===== src/rtl/linkspeed_tx_multi.sv =====
// Transmit-side LINKSPEED sequencer: sideband handshake around one point test, with
// per-group pass evaluation, bounded point-test retry on framing error and handshake timeout.
module linkspeed_tx_multi #(
  parameter int NUM_LANES      = 16,
  parameter int NUM_GROUPS     = 2,
  parameter int TIMEOUT_CYCLES = 1000,
  parameter int MAX_RETRY      = 2,
  parameter int CNT_W          = 16
) (
  input  logic                           clk,
  input  logic                           rst,
  input  logic                           i_en,
  input  logic [3:0]                     i_sb_msg,
  input  logic                           i_sb_valid,
  input  logic                           i_point_test_ack,
  input  logic                           i_valid_framing_error,
  input  logic [NUM_LANES-1:0]           i_lanes_result,
  input  logic                           i_coming_from_repair,
  input  logic [NUM_GROUPS-1:0]          i_tx_group_functional,
  output logic [3:0]                     o_sb_msg,
  output logic                           o_sb_valid,
  output logic                           o_point_test_en,
  output logic                           o_test_ack,
  output logic                           o_timeout,
  output logic [NUM_GROUPS-1:0]          o_group_functional,
  output logic [1:0]                     o_phyretrain_error_encoding,
  output logic [2:0]                     o_exit_code,
  output logic [$clog2(MAX_RETRY+1)-1:0] o_retry_count
);

  localparam int GW = NUM_LANES / NUM_GROUPS;
  localparam int RW = $clog2(MAX_RETRY + 1);
  localparam logic [RW-1:0]    RETRY_MAX = RW'(MAX_RETRY);
  localparam logic [CNT_W-1:0] CNT_LAST  = CNT_W'(TIMEOUT_CYCLES - 1);

  localparam logic [3:0] MSG_START_REQ   = 4'b0001;
  localparam logic [3:0] MSG_START_RESP  = 4'b0010;
  localparam logic [3:0] MSG_ERROR_REQ   = 4'b0011;
  localparam logic [3:0] MSG_ERROR_RESP  = 4'b0100;
  localparam logic [3:0] MSG_REPAIR_REQ  = 4'b0101;
  localparam logic [3:0] MSG_REPAIR_RESP = 4'b0110;
  localparam logic [3:0] MSG_DEGR_REQ    = 4'b0111;
  localparam logic [3:0] MSG_DEGR_RESP   = 4'b1000;
  localparam logic [3:0] MSG_DONE_REQ    = 4'b1001;
  localparam logic [3:0] MSG_DONE_RESP   = 4'b1010;
  localparam logic [3:0] MSG_PHYRT_REQ   = 4'b1011;
  localparam logic [3:0] MSG_PHYRT_RESP  = 4'b1100;

  typedef enum logic [3:0] {
    S_IDLE       = 4'd0,
    S_START      = 4'd1,
    S_PTEST      = 4'd2,
    S_ANALYZE    = 4'd3,
    S_DONE       = 4'd4,
    S_PHYRETRAIN = 4'd5,
    S_ERROR      = 4'd6,
    S_REPAIR     = 4'd7,
    S_DEGRADE    = 4'd8,
    S_FIN        = 4'd9
  } state_t;

  // Response code that completes the handshake of each waiting state.
  function automatic logic [3:0] f_resp(input state_t s);
    case (s)
      S_START:      f_resp = MSG_START_RESP;
      S_DONE:       f_resp = MSG_DONE_RESP;
      S_PHYRETRAIN: f_resp = MSG_PHYRT_RESP;
      S_ERROR:      f_resp = MSG_ERROR_RESP;
      S_REPAIR:     f_resp = MSG_REPAIR_RESP;
      S_DEGRADE:    f_resp = MSG_DEGR_RESP;
      default:      f_resp = 4'b0000;
    endcase
  endfunction

  function automatic logic f_is_hs(input state_t s);
    case (s)
      S_START, S_DONE, S_PHYRETRAIN, S_ERROR, S_REPAIR, S_DEGRADE: f_is_hs = 1'b1;
      default: f_is_hs = 1'b0;
    endcase
  endfunction

  state_t                r_state, w_state_nxt;
  logic [3:0]            r_sb_msg, w_sb_msg_nxt;
  logic                  r_sb_valid, w_sb_valid_nxt;
  logic                  r_pt_en, w_pt_en_nxt;
  logic                  r_test_ack, w_test_ack_nxt;
  logic                  r_timeout, w_timeout_nxt;
  logic [NUM_GROUPS-1:0] r_grp, w_grp_nxt;
  logic [1:0]            r_enc, w_enc_nxt;
  logic [2:0]            r_exit, w_exit_nxt;
  logic [RW-1:0]         r_retry, w_retry_nxt;
  logic [CNT_W-1:0]      r_cnt, w_cnt_nxt;
  logic [NUM_LANES-1:0]  r_lanes, w_lanes_nxt;
  logic                  r_fe, w_fe_nxt;
  logic [NUM_GROUPS-1:0] w_gpass;
  logic                  w_match, w_partner, w_expired;

  // Per-group pass from the lane result captured at point-test ack.
  always_comb begin
    w_gpass = '0;
    for (int g = 0; g < NUM_GROUPS; g++) begin
      w_gpass[g] = &r_lanes[g*GW +: GW];
    end
  end

  assign w_match   = i_sb_valid && (i_sb_msg == f_resp(r_state));
  assign w_partner = i_sb_valid && (i_sb_msg == MSG_PHYRT_REQ);
  assign w_expired = (r_cnt == CNT_LAST);

  // Next-state and next-output logic.
  always_comb begin
    w_state_nxt    = r_state;
    w_sb_msg_nxt   = r_sb_msg;
    w_sb_valid_nxt = 1'b0;
    w_pt_en_nxt    = r_pt_en;
    w_test_ack_nxt = r_test_ack;
    w_timeout_nxt  = r_timeout;
    w_grp_nxt      = r_grp;
    w_enc_nxt      = r_enc;
    w_exit_nxt     = r_exit;
    w_retry_nxt    = r_retry;
    w_lanes_nxt    = r_lanes;
    w_fe_nxt       = r_fe;
    if (!i_en) begin
      // group mask and encoding survive a disable so the controller can still read them
      w_state_nxt    = S_IDLE;
      w_sb_msg_nxt   = 4'b0000;
      w_pt_en_nxt    = 1'b0;
      w_test_ack_nxt = 1'b0;
      w_timeout_nxt  = 1'b0;
      w_exit_nxt     = 3'd0;
      w_retry_nxt    = '0;
      w_lanes_nxt    = '0;
      w_fe_nxt       = 1'b0;
    end else begin
      case (r_state)
        S_IDLE: begin
          w_state_nxt    = S_START;
          w_sb_msg_nxt   = MSG_START_REQ;
          w_sb_valid_nxt = 1'b1;
          w_retry_nxt    = '0;
        end
        S_PTEST: begin
          if (i_point_test_ack) begin
            w_state_nxt = S_ANALYZE;
            w_pt_en_nxt = 1'b0;
            w_lanes_nxt = i_lanes_result;
            w_fe_nxt    = i_valid_framing_error;
          end else begin
            w_state_nxt = r_state;
          end
        end
        S_ANALYZE: begin
          w_grp_nxt = w_gpass;
          if (&w_gpass) begin
            w_enc_nxt = 2'b01;
          end else if (|w_gpass) begin
            w_enc_nxt = 2'b10;
          end else begin
            w_enc_nxt = 2'b11;
          end
          w_sb_valid_nxt = 1'b1;
          if (r_fe && (r_retry < RETRY_MAX)) begin
            w_state_nxt    = S_PTEST;
            w_pt_en_nxt    = 1'b1;
            w_retry_nxt    = r_retry + RW'(1);
            w_sb_valid_nxt = 1'b0;
          end else if (r_fe) begin
            w_state_nxt  = S_PHYRETRAIN;
            w_sb_msg_nxt = MSG_PHYRT_REQ;
          end else if (i_coming_from_repair && |(w_gpass & i_tx_group_functional)) begin
            w_state_nxt  = S_DONE;
            w_sb_msg_nxt = MSG_DONE_REQ;
          end else if (&w_gpass) begin
            w_state_nxt  = S_DONE;
            w_sb_msg_nxt = MSG_DONE_REQ;
          end else begin
            w_state_nxt  = S_ERROR;
            w_sb_msg_nxt = MSG_ERROR_REQ;
          end
        end
        S_START, S_DONE, S_PHYRETRAIN, S_ERROR, S_REPAIR, S_DEGRADE: begin
          // a matching response beats both the partner request and the timeout
          if (w_match) begin
            case (r_state)
              S_START: begin
                w_state_nxt = S_PTEST;
                w_pt_en_nxt = 1'b1;
              end
              S_ERROR: begin
                w_sb_valid_nxt = 1'b1;
                if (|r_grp) begin
                  w_state_nxt  = S_REPAIR;
                  w_sb_msg_nxt = MSG_REPAIR_REQ;
                end else begin
                  w_state_nxt  = S_DEGRADE;
                  w_sb_msg_nxt = MSG_DEGR_REQ;
                end
              end
              S_DONE: begin
                w_state_nxt = S_FIN; w_test_ack_nxt = 1'b1; w_exit_nxt = 3'd1;
              end
              S_REPAIR: begin
                w_state_nxt = S_FIN; w_test_ack_nxt = 1'b1; w_exit_nxt = 3'd2;
              end
              S_DEGRADE: begin
                w_state_nxt = S_FIN; w_test_ack_nxt = 1'b1; w_exit_nxt = 3'd3;
              end
              S_PHYRETRAIN: begin
                w_state_nxt = S_FIN; w_test_ack_nxt = 1'b1; w_exit_nxt = 3'd4;
              end
              default: w_state_nxt = r_state;
            endcase
          end else if (w_partner) begin
            w_state_nxt    = S_FIN;
            w_test_ack_nxt = 1'b1;
            w_exit_nxt     = 3'd4;
          end else if (w_expired) begin
            w_state_nxt    = S_FIN;
            w_test_ack_nxt = 1'b1;
            w_timeout_nxt  = 1'b1;
            w_exit_nxt     = 3'd5;
          end else begin
            w_state_nxt = r_state;
          end
        end
        S_FIN:   w_state_nxt = r_state;
        default: w_state_nxt = S_IDLE;
      endcase
    end
    if (w_state_nxt != r_state) begin
      w_cnt_nxt = '0;
    end else if (f_is_hs(r_state)) begin
      w_cnt_nxt = r_cnt + CNT_W'(1);
    end else begin
      w_cnt_nxt = r_cnt;
    end
  end

  // State and registered outputs.
  always_ff @(posedge clk) begin
    if (rst) begin
      r_state    <= S_IDLE;
      r_sb_msg   <= 4'b0000;
      r_sb_valid <= 1'b0;
      r_pt_en    <= 1'b0;
      r_test_ack <= 1'b0;
      r_timeout  <= 1'b0;
      r_grp      <= '0;
      r_enc      <= 2'b00;
      r_exit     <= 3'd0;
      r_retry    <= '0;
      r_cnt      <= '0;
      r_lanes    <= '0;
      r_fe       <= 1'b0;
    end else begin
      r_state    <= w_state_nxt;
      r_sb_msg   <= w_sb_msg_nxt;
      r_sb_valid <= w_sb_valid_nxt;
      r_pt_en    <= w_pt_en_nxt;
      r_test_ack <= w_test_ack_nxt;
      r_timeout  <= w_timeout_nxt;
      r_grp      <= w_grp_nxt;
      r_enc      <= w_enc_nxt;
      r_exit     <= w_exit_nxt;
      r_retry    <= w_retry_nxt;
      r_cnt      <= w_cnt_nxt;
      r_lanes    <= w_lanes_nxt;
      r_fe       <= w_fe_nxt;
    end
  end

  assign o_sb_msg                    = r_sb_msg;
  assign o_sb_valid                  = r_sb_valid;
  assign o_point_test_en             = r_pt_en;
  assign o_test_ack                  = r_test_ack;
  assign o_timeout                   = r_timeout;
  assign o_group_functional          = r_grp;
  assign o_phyretrain_error_encoding = r_enc;
  assign o_exit_code                 = r_exit;
  assign o_retry_count               = r_retry;

endmodule


===== config.mk =====
export PLATFORM = sky130hd
export DESIGN_NAME = linkspeed_tx_multi
export DESIGN_NICKNAME = d
export VERILOG_FILES = /design/src/rtl/linkspeed_tx_multi.sv
export SDC_FILE = /design/constraint.sdc
export NUM_CORES = 1
export LEC_CHECK = 0
export CORE_UTILIZATION = 48
export DETAILED_ROUTE_END_ITERATION = 8
export PLACE_DENSITY = 0.76
export SETUP_SLACK_MARGIN = 0.15
export SLEW_MARGIN = 30
export SYNTH_ARGS = -nofsm -noshare
export SYNTH_HDL_FRONTEND = slang
export SYNTH_SLANG_ARGS = --single-unit

===== constraint.sdc =====
create_clock -name clk -period 2.1 [get_ports clk]
set_input_delay 0.42 -clock clk [delete_from_list [all_inputs] [get_ports clk]]
set_output_delay 0.42 -clock clk [all_outputs]
set_load 0.01 [all_outputs]

==> results of run 1 <==
==> worst min path at each step <==
stage / start / end / slack, ns
after floorplan: r_lanes[11] / r_lanes[11] / 0.44
after global placement: r_lanes[6] / r_lanes[6] / 0.45
after detailed placement: r_lanes[4] / r_lanes[4] / 0.45
after CTS: r_lanes[7] / r_lanes[7] / 0.46
after global routing: r_lanes[4] / r_lanes[4] / 0.48
final: r_lanes[7] / r_lanes[7] / 0.46
==> power by group through the flow <==
stage / sequential (W) / combinational (W) / clock, W
finish: 0.00103 / 0.000306 / 0.000730
global route: 0.00104 / 0.000324 / 0.000784
CTS: 0.00103 / 0.000269 / 0.000735
detailed placement: 0.00106 / 0.000248 / 0
global placement: 0.00106 / 0.000244 / 0
floorplan: 0.00106 / 0.000107 / 0
==> metal layers <==
layer / wire (um) / up-vias / track usage (%)
met3: 405 / 32 / 5.03
met2: 4670 / 124 / 50.3
met5: 0 / - / 0
li1: - / 1517 / -
met4: 329 / 0 / 10.7
met1: 3780 / 1490 / 33.1
==> critical path, delay by kind of cell, from the launching register on <==
| family | cells | cell delay, ns |
|---|---|---|
| buffers and inverters | 2 | 0.32 |
| muxes | 1 | 0.30 |
| and+or+nand+nor | 4 | 0.89 |
| AOI/OAI and AO/OA | 1 | 0.26 |
| DFF | 1 | 0.39 |
| xor gates and xnor gates | 1 | 0.11 |
==> what timing repair did <==
item,4_1_cts,5_1_grt
endpoints found under the setup margin,31,35
buffers inserted,6,11
resized for setup,32,33
pin swaps,18,12
==> state kept, by name (all words and copies together) (netlist names) <==
register / count
r_cnt: 16
r_lanes: 16
o_sb_msg: 4
r_state: 4
o_exit_code: 3
o_group_functional: 2
o_phyretrain_error_encoding: 2
o_retry_count: 2
o_point_test_en: 1
o_sb_valid: 1
o_test_ack: 1
o_timeout: 1
r_fe: 1
==> metrics by stage <==
stage / hold WS (ns) / utilization [%] / setup WS [ns] / total power [W]
2_1_floorplan: 0.436 / - / -0.0557 / 0.00117
3_3_place_gp: 0.446 / 68.9 / -0.541 / 0.00130
3_5_place_dp: 0.450 / 68.9 / -0.608 / 0.00131
4_1_cts: 0.464 / 74.2 / -0.172 / 0.00204
5_1_grt: 0.484 / 78.4 / -0.356 / 0.00214
6_report: 0.461 / 78.4 / -0.243 / 0.00207
==> final cells by class <==
type / instances / area (sq um)
inverter: 9 / 33.8
sequential: 54 / 1090
clock inverter: 3 / 48.8
tap: 72 / 90.1
timing repair buffer: 125 / 1120
fill: 384 / 1220
clock buffer: 5 / 68.8
multi-input combinational: 283 / 1970
==> Yosys cell counts, types with 9 or more instances <==
cell | n | area (sq um)
a211oi_1 | 9 | 67.6
a21oi_1 | 37 | 185
clkbuf_1 | 10 | 37.5
dfxtp_1 | 54 | 1080
inv_1 | 9 | 33.8
nand2_1 | 58 | 218
nand3_1 | 11 | 55.1
nand4_1 | 10 | 62.6
nor2_1 | 35 | 131
nor2_2 | 10 | 62.6
nor3_1 | 10 | 50.1
o21ai_0 | 15 | 75.1
xor2_1 | 12 | 105
==> cell families after synthesis <==
logic type	share of synthesized area [%]
and+or+nand+nor	30.4
AOI/OAI and AO/OA	19.5
DFF	37.5
buffers and inverters	4.39
xor gates and xnor gates	4.87
muxes	2.52
adders and majority gates	0.869
==> run metrics, run 1 <==
async set-reset flop share out of synthesis 0%; Gate power share 14.8%; Max Cap Violations 0; setup TNS -5.67 ns; CP max stage cell or3_4; I/O pins 46; CP Launch Type register; Worst Setup EP r_cnt[10]; Cell Area, Synth 2880 sq um; critical path class reg2reg; P_int 0.00156 W; CTS tree built; clock skew 0.0128 ns; Crit. End Element register; pin count of the biggest net entering global routing 28; Max clock buf depth 2; VDD IR max 0.398 mV; crit path from r_state[1]; drt drc 0; Worst R2R Setup Slack -0.24 ns; Psw 0.000515 W; number of clock sinks 54; post-route ant nets 0; Seq cells post-synth 54; Slew Viols, Final 0; global route total overflow 0; latest clock arrival within the worst-skew pair 0.32 ns; Placed Instances 526; Syn Inst Count 364; sw frac 24.9%; synthesis-to-finish area growth 53.6%; Slew @ Worst Pin 0.464 ns; net count after synthesis 395; hold-critical path depth 2; Routed WL 9.19 mm; Synthesis Warnings 0; clk root buf clkbuf_8; routed len/inst 16.7 um; syn avg cell area 7.91 sq um; CTS buffer count 5; RSZ-0062 raised after global routing yes; Final nets 509; initial antenna violation count 0; Lkg Pwr 1.59 nW; Final WS setup -0.243 ns; Core Area 5640 sq um; CTS H-Tree Depth 2; Unique masters post-synth 53; area of placed instances 3890 sq um; initial core utilization 51.1%; Fmax 0.427 GHz; clock transition at the registers of the reported paths 0.11 ns; commonest non-fill, non-tap cells in the layout 63 x buf_4, 56 x nand2_1, 51 x dfxtp_1, 43 x clkdlybuf4s50_1, 33 x a21oi_1; crit path max fanout 8; design area 4430 sq um; share of cells above drive strength 1 30.9%; total track usage 28.2%; non-filler cells, final 551; hold buffer count at CTS 0; vias per cell 5.74; failing checks negative setup slack; critical path arrival 2.60 ns; Crit Reg-Reg Startpoint r_state[1]; die area 6310 sq um; clock share of power 35.3%; Final Cycle Share 112%; EDFF count, synth 0; Die X-Extent 79.5 um; main flop type after synthesis dfxtp_1; port buffer count 45; hold crit path type reg2reg; Tmin final 2.34 ns; worst reg2reg path endpoint r_cnt[10]; vias after detailed routing 3163; row cnt 27; Critical Path RT 2.36 ns; global-route wire length before repair 13.7 mm; PwrDens 468 nW/um^2; R2R cell count 9; number of global-route vias before repair 2946; GP Congestion 0.896; Setup-failing EPs final 31; commonest non-fill, non-tap cell in the layout buf_4; ant diodes 0; Rel. slew slack 69.0%; Initial DRC Count 201; HPWL after DPL 6.03 mm; Seq pwr share 49.9%; sequential fraction of the synthesis area 37.5%; Final Hold Violating Endpoints 0; status finished, violations left; crit path cell chain buf_4 -> nor3b_4 -> xor2_2 -> or3_4 -> a21oi_4 -> mux2i_2 -> nand4b_4 -> buf_6 -> nor2_2; slowest stage delay, CP 0.43 ns; height of the die 79.5 um; Initial DRT Pass Iterations 5
Power figures use the tool's default switching activity.
==> run 2: changes to the inputs <==
--- a/config.mk
+++ b/config.mk
@@ -6,4 +6,5 @@
 export NUM_CORES = 1
 export LEC_CHECK = 0
+export CORE_MARGIN = 2
 export CORE_UTILIZATION = 48
 export DETAILED_ROUTE_END_ITERATION = 8
==> constraint.sdc (replaced) <==
create_clock -name clk -period 2.1 [get_ports clk]
set_input_delay 0.21 -clock clk [delete_from_list [all_inputs] [get_ports clk]]
set_output_delay 0.21 -clock clk [all_outputs]
set_load 0.01 [all_outputs]
==> run 2 against run 1 <==
The run still ends with negative setup slack left; fmax is 0.48% higher; clock power is 0.5% lower; sequential share of layout area is 0.95 points higher; setup slack better by 0.011 ns; cell count is 1.8% lower; die area is 5.1% higher; first-iteration DRC count is 3.0% higher; combinational power is 8.5% lower; critical path type unchanged; largest cell class unchanged; largest power group unchanged.
==> run metrics, run 2 (same netlist as run 1, synthesis figures left out) <==
GP Congestion 0.906 (+1.2%); Seq pwr share 50.7% (+0.8 points); Total Power 0.00204 W (-1.5%); port buffer count 45 (unchanged); hold crit path type in2reg; share of cells above drive strength 1 27.9% (-3.0 points); Core Area 5850 sq um (+3.7%); clock share of power 35.6% (+0.3 points); clock skew 0.00845 ns (-0.00431 ns); PwrDens 479 nW/um^2 (+2.3%); hold buffer count at CTS 0 (unchanged); vias per cell 5.60 (-2.4%); status finished, violations left; design area 4260 sq um (-3.7%); Initial DRC Count 207 (+3.0%); CTS tree built; number of global-route vias before repair 2999 (+1.8%); area of placed instances 3820 sq um (-1.8%); vias after detailed routing 3031 (-4.2%); Final Hold Violating Endpoints 0 (unchanged); Crit. End Element register; slowest stage delay, CP 0.41 ns (-0.02 ns); drt drc 0 (unchanged); setup TNS -4.11 ns (+1.57 ns); crit path cell chain or3b_4 -> o32ai_4 -> mux2i_4 -> buf_6 -> a21oi_4 -> buf_4 -> a31oi_4 -> and3_4 -> mux2i_1; critical path class reg2reg; Fmax 0.429 GHz (+0.48%); global-route wire length before repair 13.5 mm (-1.6%); Gate power share 13.7% (-1.1 points); height of the die 81.5 um (+2.5%); Slew @ Worst Pin 0.515 ns (+0.0506 ns); total track usage 26.0% (-2.2 points); Tmin final 2.33 ns (-0.0112 ns); CTS buffer count 5 (unchanged); Placed Instances 521 (-0.95%); CP Launch Type register; I/O pins 46 (unchanged); Die X-Extent 81.5 um (+2.5%); initial core utilization 49.2% (-1.8 points); clk root buf clkbuf_8; CP max stage cell or3b_4; crit path max fanout 6 (-2); Final WS setup -0.232 ns (+0.0112 ns); post-route ant nets 0 (unchanged); Largest regs r_cnt (16), r_lanes (16); Psw 0.000498 W (-3.2%); Final nets 496 (-2.6%); Max Cap Violations 0 (unchanged); VDD IR max 0.361 mV (-9.2%); Slew Viols, Final 0 (unchanged); fill count 434 (+13%); Initial DRT Pass Iterations 4 (-1); failing checks negative setup slack; routed len/inst 15.7 um (-5.5%); global route total overflow 0 (unchanged); initial antenna violation count 0 (unchanged); sw frac 24.4% (-0.45 points); Routed WL 8.52 mm (-7.3%); pin count of the biggest net entering global routing 28 (unchanged); critical path arrival 2.57 ns (-0.03 ns); number of clock sinks 54 (unchanged); P_int 0.00154 W (-0.89%); synthesis-to-finish area growth 47.9%; Setup-failing EPs final 27 (-13%); RSZ-0062 raised after global routing yes; row cnt 28 (+3.7%); Max clock buf depth 2 (unchanged); Lkg Pwr 1.50 nW (-5.6%); commonest non-fill, non-tap cells in the layout 55 x nand2_1, 55 x buf_4, 51 x dfxtp_1, 45 x clkdlybuf4s50_1, 33 x a21oi_1; Final Cycle Share 111% (-0.53 points); HPWL after DPL 5.79 mm (-4.0%); latest clock arrival within the worst-skew pair 0.31 ns (about the same); Worst R2R Setup Slack -0.23 ns (about the same); non-filler cells, final 541 (-1.8%); die area 6640 sq um (+5.1%); clock transition at the registers of the reported paths 0.10 ns (about the same); Critical Path RT 2.34 ns (-0.02 ns); ant diodes 0 (unchanged); CTS H-Tree Depth 2 (unchanged); Rel. slew slack 65.6% (-3.4 points)
-- run 2: cell count changes in the layout (fill, tap and decap cells not counted), moves of 2 or more --
| cell | previous run | this run |
|---|---|---|
| buf_4 | 63 | 55 |
| buf_6 | 16 | 11 |
| nor3_1 | 6 | 9 |
| a211oi_1 | 5 | 7 |
| and3_1 | 4 | 2 |
| and3_2 | 0 | 2 |
| clkdlybuf4s50_1 | 43 | 45 |
| dlygate4sd2_1 | 2 | 0 |
| nand2_2 | 1 | 3 |
| nand3_1 | 9 | 11 |
| nand3_2 | 2 | 0 |
| nor2_4 | 4 | 6 |
| nor3_2 | 3 | 1 |
-- run 2: routing by layer --
| layer | track usage [%] | vias to the layer above | part of all wire, % |
|---|---|---|---|
| met1 | 31.4 | 1431 | 41 |
| met3 | 3.96 | 21 | 4.6 |
| met4 | 12.5 | 0 | 2.8 |
| met2 | 45.1 | 97 | 52 |
| met5 | 0 | - | 0 |
| li1 | - | 1482 | - |
-- run 2: path summary, 6_finish.rpt --
check                   endpoint  cells after the start               from
setup / recovery  o_exit_code[2]                      9         r_state[0]
hold / removal        r_lanes[7]                      3  i_lanes_result[7]
setup reg to reg  o_exit_code[2]                      9         r_state[0]
hold reg to reg       r_lanes[6]                      2         r_lanes[6]
-- run 2: stage by stage --
step / utilization (%) / worst slack, ns / hold slack [ns]
final: 72.8 / -0.232 / 0.440
after global routing: 72.8 / -0.294 / 0.452
after CTS: 70.7 / -0.176 / 0.434
after detailed placement: 65.3 / -0.470 / 0.451
after global placement: 65.3 / -0.348 / 0.443
after floorplan: - / -0.0557 / 0.279
-- run 2: power groups by stage --
stage               registers, W  clock network (W)  logic (W)
floorplan                0.00106                  0   0.000107
global placement         0.00106                  0   0.000234
detailed placement       0.00106                  0   0.000239
CTS                      0.00103           0.000733   0.000265
global route             0.00103           0.000778   0.000299
finish                   0.00103           0.000726   0.000280
-- run 2: what timing repair did --
item                                   CTS  global route
setup endpoints to repair               31            50
endpoints found under the hold margin    0             0
setup buffers                            8             4
pin swaps                               12            11
resized for setup                       30            24
-- run 2: final cells by class --
cell class	instances	area [sq um]	area share, %
multi-input cells	283	1920	45.1
flip-flops and latches	54	1090	25.6
clock buffers	5	68.8	1.62
repair buffers	112	1000	23.5
clock inverters	3	48.8	1.15
inverters	9	33.8	0.793
well taps	75	93.8	2.20
-- run 2: critical path, delay by kind of cell, from the launching register on --
family | cells | cell delay [ns]
and+or+nand+nor | 2 | 0.63
muxes | 2 | 0.50
DFF | 1 | 0.40
AOI/OAI and AO/OA | 3 | 0.40
buffers and inverters | 2 | 0.33
